**config.mk**
```make
export PLATFORM = sky130hd
export DESIGN_NAME = seg_display_mux
export DESIGN_NICKNAME = d
export VERILOG_FILES = /design/src/rtl/seg_pkg.sv /design/src/rtl/seg_glyph_rom.sv /design/src/rtl/seg_display_mux.sv
export SDC_FILE = /design/constraint.sdc
export NUM_CORES = 1
export LEC_CHECK = 0
export BUFFER_PORTS_ARGS = -buffer_cell sky130_fd_sc_hd__clkbuf_2
export CAP_MARGIN = 15
export CORE_UTILIZATION = 50
export DETAILED_ROUTE_END_ITERATION = 12
export PLACE_DENSITY = 0.72
export SETUP_SLACK_MARGIN = 0.05
export SKIP_CTS_REPAIR_TIMING = 1
export SYNTH_ARGS = -nofsm -noshare
export SYNTH_HDL_FRONTEND = slang
export SYNTH_SLANG_ARGS = --single-unit
```
**constraint.sdc**
```tcl
create_clock -name clk -period 5.7 [get_ports clk]
set_clock_uncertainty 0.1 [all_clocks]
set_input_delay 1.14 -clock clk [delete_from_list [all_inputs] [get_ports clk]]
set_output_delay 1.14 -clock clk [all_outputs]
set_load 0.02 [all_outputs]
```
**src/rtl/seg_pkg.sv**
```systemverilog
// seg_pkg
// Shared constants for the seven-segment display path.
//   - Glyph constants in active-low form, segment order {g,f,e,d,c,b,a}.
//   - SEG_OFF: all segments dark in active-low form.
//   - IDX_W: width of the digit index. It covers up to 8 digits.
//   - seg_polarity(): converts an active-low glyph to the output polarity.
package seg_pkg;

    localparam int IDX_W = 3;

    localparam logic [6:0] SEG_OFF = 7'b1111111;

    localparam logic [6:0] GLYPH_0 = 7'b1000000;
    localparam logic [6:0] GLYPH_1 = 7'b1111001;
    localparam logic [6:0] GLYPH_2 = 7'b0100100;
    localparam logic [6:0] GLYPH_3 = 7'b0110000;
    localparam logic [6:0] GLYPH_4 = 7'b0011001;
    localparam logic [6:0] GLYPH_5 = 7'b0010010;
    localparam logic [6:0] GLYPH_6 = 7'b0000010;
    localparam logic [6:0] GLYPH_7 = 7'b1111000;
    localparam logic [6:0] GLYPH_8 = 7'b0000000;
    localparam logic [6:0] GLYPH_9 = 7'b0010000;
    localparam logic [6:0] GLYPH_A = 7'b0001000;
    localparam logic [6:0] GLYPH_B = 7'b0000011;
    localparam logic [6:0] GLYPH_C = 7'b1000110;
    localparam logic [6:0] GLYPH_D = 7'b0100001;
    localparam logic [6:0] GLYPH_E = 7'b0000110;
    localparam logic [6:0] GLYPH_F = 7'b0001110;

    // Glyphs are stored active-low. Active-high boards need every segment inverted.
    function automatic logic [6:0] seg_polarity(input logic [6:0] glyph_al,
                                                input logic       active_low);
        logic [6:0] res;
        if (active_low) begin
            res = glyph_al;
        end else begin
            res = ~glyph_al;
        end
        return res;
    endfunction

endpackage

```
**src/rtl/seg_glyph_rom.sv**
```systemverilog
// seg_glyph_rom
// Combinational decode from a 4-bit code to a 7-segment glyph. The output is
// active-low, with segment order {g,f,e,d,c,b,a}.
// Configuration macro: SEG_HEX_EN
//   - Defined: codes 10..15 show A b C d E F.
//   - Undefined: codes 10..15 show a dark digit.
// Ports:
//   code_i  [3:0]  digit code
//   glyph_o [6:0]  active-low segment pattern
module seg_glyph_rom
    import seg_pkg::*;
(
    input  logic [3:0] code_i,
    output logic [6:0] glyph_o
);

    // Glyph lookup. The default arm keeps the output defined for every code.
    always_comb begin
        glyph_o = SEG_OFF;
        case (code_i)
            4'd0:    glyph_o = GLYPH_0;
            4'd1:    glyph_o = GLYPH_1;
            4'd2:    glyph_o = GLYPH_2;
            4'd3:    glyph_o = GLYPH_3;
            4'd4:    glyph_o = GLYPH_4;
            4'd5:    glyph_o = GLYPH_5;
            4'd6:    glyph_o = GLYPH_6;
            4'd7:    glyph_o = GLYPH_7;
            4'd8:    glyph_o = GLYPH_8;
            4'd9:    glyph_o = GLYPH_9;
`ifdef SEG_HEX_EN
            4'd10:   glyph_o = GLYPH_A;
            4'd11:   glyph_o = GLYPH_B;
            4'd12:   glyph_o = GLYPH_C;
            4'd13:   glyph_o = GLYPH_D;
            4'd14:   glyph_o = GLYPH_E;
            4'd15:   glyph_o = GLYPH_F;
`else
            4'd10,
            4'd11,
            4'd12,
            4'd13,
            4'd14,
            4'd15:   glyph_o = SEG_OFF;
`endif
            default: glyph_o = SEG_OFF;
        endcase
    end

endmodule

```
**src/rtl/seg_display_mux.sv**
```systemverilog
// seg_display_mux
// Time-multiplexed driver for a multi-digit seven-segment display.
// A free-running prescaler advances the digit index every REFRESH_DIV cycles.
// The selected digit of the shadow register is decoded and registered onto
// seg_out/an_out, one cycle after the index or the shadow value changes.
// Configuration macro: SEG_HEX_EN (hex glyphs, handled in seg_glyph_rom).
// Parameters: NUM_DIGITS (1..8), REFRESH_DIV (>=2), ACTIVE_LOW (1 = active-low outputs)
// Ports:
//   clk                          rising-edge clock
//   reset                        synchronous active-high reset
//   digits_in [4*NUM_DIGITS-1:0] packed BCD, digit 0 in bits [3:0]
//   load                         capture digits_in into the shadow register
//   enable                       1 = display on, 0 = dark (scan keeps running)
//   blank_lz                     leading-zero blanking enable
//   seg_out   [6:0]              registered segments {g,f,e,d,c,b,a}
//   an_out    [NUM_DIGITS-1:0]   registered digit selects, bit i = digit i
module seg_display_mux
    import seg_pkg::*;
#(
    parameter int NUM_DIGITS  = 4,
    parameter int REFRESH_DIV = 50000,
    parameter int ACTIVE_LOW  = 1
) (
    input  logic                    clk,
    input  logic                    reset,
    input  logic [4*NUM_DIGITS-1:0] digits_in,
    input  logic                    load,
    input  logic                    enable,
    input  logic                    blank_lz,
    output logic [6:0]              seg_out,
    output logic [NUM_DIGITS-1:0]   an_out
);

    localparam int                    DW           = 4 * NUM_DIGITS;
    localparam int                    PW           = $clog2(REFRESH_DIV);
    localparam logic [PW-1:0]         PRESC_MAX    = PW'(REFRESH_DIV - 1);
    localparam logic [IDX_W-1:0]      IDX_MAX      = IDX_W'(NUM_DIGITS - 1);
    localparam logic                  AL           = (ACTIVE_LOW != 0);
    localparam logic [6:0]            SEG_INACTIVE = seg_polarity(SEG_OFF, AL);
    localparam logic [NUM_DIGITS-1:0] AN_INACTIVE  = AL ? {NUM_DIGITS{1'b1}}
                                                        : {NUM_DIGITS{1'b0}};

    logic [DW-1:0]         shadow_q, shadow_d;
    logic [PW-1:0]         presc_q,  presc_d;
    logic [IDX_W-1:0]      idx_q,    idx_d;
    logic [6:0]            seg_q,    seg_d;
    logic [NUM_DIGITS-1:0] an_q,     an_d;

    logic                  presc_wrap_s;
    logic [NUM_DIGITS-1:0] an_on_s;
    logic [NUM_DIGITS-1:0] lz_vec_s;
    logic                  lz_run_s;
    logic [3:0]            cur_code_s;
    logic                  cur_lz_s;
    logic                  blank_s;
    logic [6:0]            glyph_s;

    // Shadow register next value: it captures on load and holds otherwise.
    always_comb begin
        shadow_d = shadow_q;
        if (load) begin
            shadow_d = digits_in;
        end else begin
            shadow_d = shadow_q;
        end
    end

    // Prescaler and digit index. The index steps only when the prescaler wraps.
    always_comb begin
        presc_wrap_s = (presc_q == PRESC_MAX);
        presc_d      = presc_q;
        idx_d        = idx_q;
        if (presc_wrap_s) begin
            presc_d = {PW{1'b0}};
            if (idx_q == IDX_MAX) begin
                idx_d = {IDX_W{1'b0}};
            end else begin
                idx_d = idx_q + IDX_W'(1);
            end
        end else begin
            presc_d = presc_q + PW'(1);
            idx_d   = idx_q;
        end
    end

    // Digit select and leading-zero detection.
    // The loop walks from the most significant digit down. lz_vec_s[i] is set
    // when digit i and every digit above it are zero. The selected code is
    // picked with a one-hot AND-OR, so an index outside the digit range gives 0.
    always_comb begin
        an_on_s    = {NUM_DIGITS{1'b0}};
        lz_vec_s   = {NUM_DIGITS{1'b0}};
        lz_run_s   = 1'b1;
        cur_code_s = 4'h0;
        cur_lz_s   = 1'b0;
        for (int i = NUM_DIGITS - 1; i >= 0; i--) begin
            an_on_s[i]  = (idx_q == IDX_W'(i));
            lz_run_s    = lz_run_s & (shadow_q[4*i +: 4] == 4'h0);
            lz_vec_s[i] = lz_run_s;
            cur_code_s  = cur_code_s | (shadow_q[4*i +: 4] & {4{an_on_s[i]}});
            cur_lz_s    = cur_lz_s | (lz_vec_s[i] & an_on_s[i]);
        end
        // Digit 0 is never blanked, so a value of zero still shows "0".
        blank_s = blank_lz & cur_lz_s & (idx_q != {IDX_W{1'b0}});
    end

    seg_glyph_rom u_glyph_rom (
        .code_i  (cur_code_s),
        .glyph_o (glyph_s)
    );

    // Output next values. When disabled, everything is dark but the scan keeps running.
    always_comb begin
        seg_d = SEG_INACTIVE;
        an_d  = AN_INACTIVE;
        if (enable) begin
            if (blank_s) begin
                seg_d = seg_polarity(SEG_OFF, AL);
            end else begin
                seg_d = seg_polarity(glyph_s, AL);
            end
            if (AL) begin
                an_d = ~an_on_s;
            end else begin
                an_d = an_on_s;
            end
        end else begin
            seg_d = SEG_INACTIVE;
            an_d  = AN_INACTIVE;
        end
    end

    // State and output registers. Reset takes priority over load and restarts
    // the scan at digit 0 with a full prescaler period.
    always_ff @(posedge clk) begin
        if (reset) begin
            shadow_q <= {DW{1'b0}};
            presc_q  <= {PW{1'b0}};
            idx_q    <= {IDX_W{1'b0}};
            seg_q    <= SEG_INACTIVE;
            an_q     <= AN_INACTIVE;
        end else begin
            shadow_q <= shadow_d;
            presc_q  <= presc_d;
            idx_q    <= idx_d;
            seg_q    <= seg_d;
            an_q     <= an_d;
        end
    end

    assign seg_out = seg_q;
    assign an_out  = an_q;

endmodule

```
==> reports/results.ini <==
[placement]
portBuffers=31
dp_hpwl_mm=2.635
place_congestion=0.7955

[pwr]
power_switching_mw=0.1446
p_seq_share_pct=54.1
internal_power_mw=0.4882
power_frac_comb_pct=9.0
swShare_pct=22.85
p_per_area_nw_per_um2=274.5
power_mw=0.6327
clkPwrFrac_pct=36.9
ir_drop_uv=149.9
power.leakage_nw=0.9626

[floorplanning]
coreArea_um2=3771
dieHeight_um=65.77
rows=22
start_util_pct=53.92
boundaryPins=32
dieArea_um2=4326
die_w_um=65.77

[clock_tree]
ctsLongestPathBuffers=2
clock-root-buffer=clkbuf_8
htreeDepth=2
clock_latency_ns=0.29
clkTransAtPathRegs_ns=0.08
numCtsBuffers=5
clock_sinks=46
cts_tree=done

[worst_hold_path]
hp-class=flop to flop
min-delay-start=presc_q[0]$_SDFF_PP0_

[synth]
synth-simple-area-share_pct=20.00
muxShareOfSynthArea_pct=9.600
seq_area_frac_synth_pct=45.29
synth_adder_area_share_pct=4.923
synth_compound_area_share_pct=9.846
synth-xor-area-share_pct=6.462
yosysUniqueCellTypes=39
synth_flop_cell=dfxtp_1
yosys_warnings=0
synth_top_family_by_area=simple AND/OR/NAND/NOR gates
synth_nets=242
synthCells=213
synth-async-reset-ratio_pct=0
syn_avg_cell_area_um2=9.546
synth_seq_cells=46
synth_enable_flop_cells=0
synth_area_um2=2033

[setup_path]
crit_start=reset
critPathBufInv=1
cp_slowest_stage_delay_ns=0.28
cpMostUsedCell=o21a_1
end_kind=flop
start_kind=input pin
r2r-start=idx_q[0]$_SDFFE_PP0P_
r2r_slack_ns=3.47
crit_fanout=22
critical_path_class=input pin to flop
critPathSlowestCell=clkbuf_2
cp.required_ns=5.76
cp.arrival_ns=2.31
cp_top_family=compound AO/OA/AOI/OAI gates
path_cells=clkbuf_2 -> nand2b_1 -> a31oi_1 -> o21a_1 -> o21a_1 -> o31ai_1

[timing]
period_minus_slack_ns=2.248
final_max_slew_viol_count=0
rsz0062_at_grt=false
max_freq_mhz=444.8
slew_headroom_pct=57.92
finalCritPeriodShare_pct=39.44
hold_violations=0
tns_ns=0
finalSetupViolCount=0
worst_slew_pin_slew_ns=0.6312

[run_status]
outcome=completed

[grt]
grt_pass1_vias=1365
use_met1_pct=25.03
grt_pass1_wl_mm=6.092
grt_util_met3_pct=5.690
grt_max_degree=23
gr-total-overflow=0
gr-usage-met2_pct=28.44
gr-usage-all-layers_pct=18.58
grt.busiest_layer=met2
grt_antenna_before_repair=0

[final_layout]
fillers=345
nets=271
syn2layout_area_growth_pct=13.35
antenna_cells=0
layout-drive-gt1-share_pct=21.40

[detailed_routing]
vias=1526
wl_per_cell_um=12.14
via_per_inst=5.244
ant_nets=0
dr.pass1.iters=4
drtIter0Drc=94
drc_errors=0
wl_mm=3.534

[flow_run]
drv_cap=0

[flip-flops by register name, summed over array words and instances, names as in the netlist]
| signal | count |
|---|---|
| seg_out | 7 |
| idx_q | 3 |
| presc_q | 16 |
| shadow_q | 16 |
| an_out | 4 |
[layer usage]
metal | up-vias | wire length [um]
met5 | - | 0
met4 | 0 | 44
met3 | 5 | 151
met2 | 35 | 1551
met1 | 693 | 1787
li1 | 793 | -
[synthesized netlist by cell type (2+ instances only)]
cell,number,share of area (%)
a21oi_1,6,1.5
a22o_1,2,0.86
a22oi_1,4,1.5
and3_1,3,0.92
buf_2,3,0.74
buf_6,2,1.1
clkbuf_1,4,0.74
dfxtp_1,46,45
ha_1,8,4.9
inv_1,7,1.3
mux2i_1,18,8.9
nand2_1,11,2.0
nand3_1,10,2.5
nand4_1,3,0.92
nor2_1,33,6.1
nor2_2,8,2.5
nor3_1,4,0.98
nor4_1,3,0.92
nor4b_1,2,0.86
o21a_1,2,0.74
o21ai_0,3,0.74
xnor2_1,6,2.6
xor2_1,9,3.9
[power by group through the flow]
stage                     Combinational [mW]  Sequential (mW)  Clock, mW
after global routing                  0.0639            0.344      0.256
final                                 0.0569            0.342      0.233
after CTS                             0.0575            0.342      0.242
after floorplan                       0.0373            0.352          0
after detailed placement              0.0573            0.350          0
after global placement                0.0562            0.350          0
[layout by cell type, fill, tap and decap left out, drive strengths merged]
| master | instances |
|---|---|
| a211oi | 1 |
| nor4b | 2 |
| clkinv | 2 |
| inv | 7 |
| mux2 | 1 |
| o31ai | 1 |
| or2 | 1 |
| nor3 | 4 |
| nor3b | 1 |
| a22oi | 4 |
| a22o | 2 |
| nor2 | 41 |
| nor4 | 3 |
| nand4b | 1 |
| xnor2 | 6 |
| clkbuf | 36 |
| bufinv | 1 |
| and3 | 3 |
| nand2b | 1 |
| mux2i | 18 |
| o2bb2ai | 1 |
| a21o | 2 |
| a31oi | 1 |
| xor2 | 9 |
| a21oi | 6 |
| nand2 | 11 |
| o21ai | 4 |
| a221oi | 2 |
| nand3 | 11 |
| o21a | 2 |
| ha | 8 |
| and4 | 1 |
| dfxtp | 46 |
| nand4 | 3 |
[worst register-to-register path: cells and delay by family, from the launching register on]
family,cells,cell delay [ns]
compound gates,2,0.57
fa+ha+maj,2,0.47
flops,1,0.40
simple gates,3,0.33
mux,1,0.17
buf+inv,1,0.08
[kinds of logic after synthesis]
logic type / Yosys count
xor gates and xnor gates: 15
buffers and inverters: 16
adders and majority gates: 8
DFF: 46
muxes: 19
AOI/OAI and AO/OA: 26
and+or+nand+nor: 83
[final cells by class]
cell class	count	area (um2)	share of cell area [%]
clock buffer	5	68.82	2.986
clock inverter	3	40.04	1.737
inverter	7	26.28	1.140
multi-input combinational	151	1033	44.84
sequential	46	920.9	39.96
tap	48	60.06	2.606
timing repair buffer	31	155.1	6.732
[worst paths after layout]
kind | cells past startpoint | end
min | 1 | presc_q[0]$_SDFF_PP0_
max reg2reg | 9 | seg_out[6]$_SDFF_PP1_
max | 6 | seg_out[1]$_SDFF_PP1_
min reg2reg | 1 | presc_q[0]$_SDFF_PP0_
[stage by stage]
step           cell area (um2)  hold slack (ns)  util [%]  setup slack (ns)  cells
4_1_cts                   2305           0.3744     61.11             3.446    291
6_report                  2305           0.3689     61.11             3.452    291
2_1_floorplan             2033           0.3294         -             3.468    213
5_1_grt                   2305           0.4145     61.11             3.273    291
3_3_place_gp              2196           0.3456     58.23             3.177    283
3_5_place_dp              2196           0.3541     58.23             3.133    283
Power figures use the tool's default switching activity.
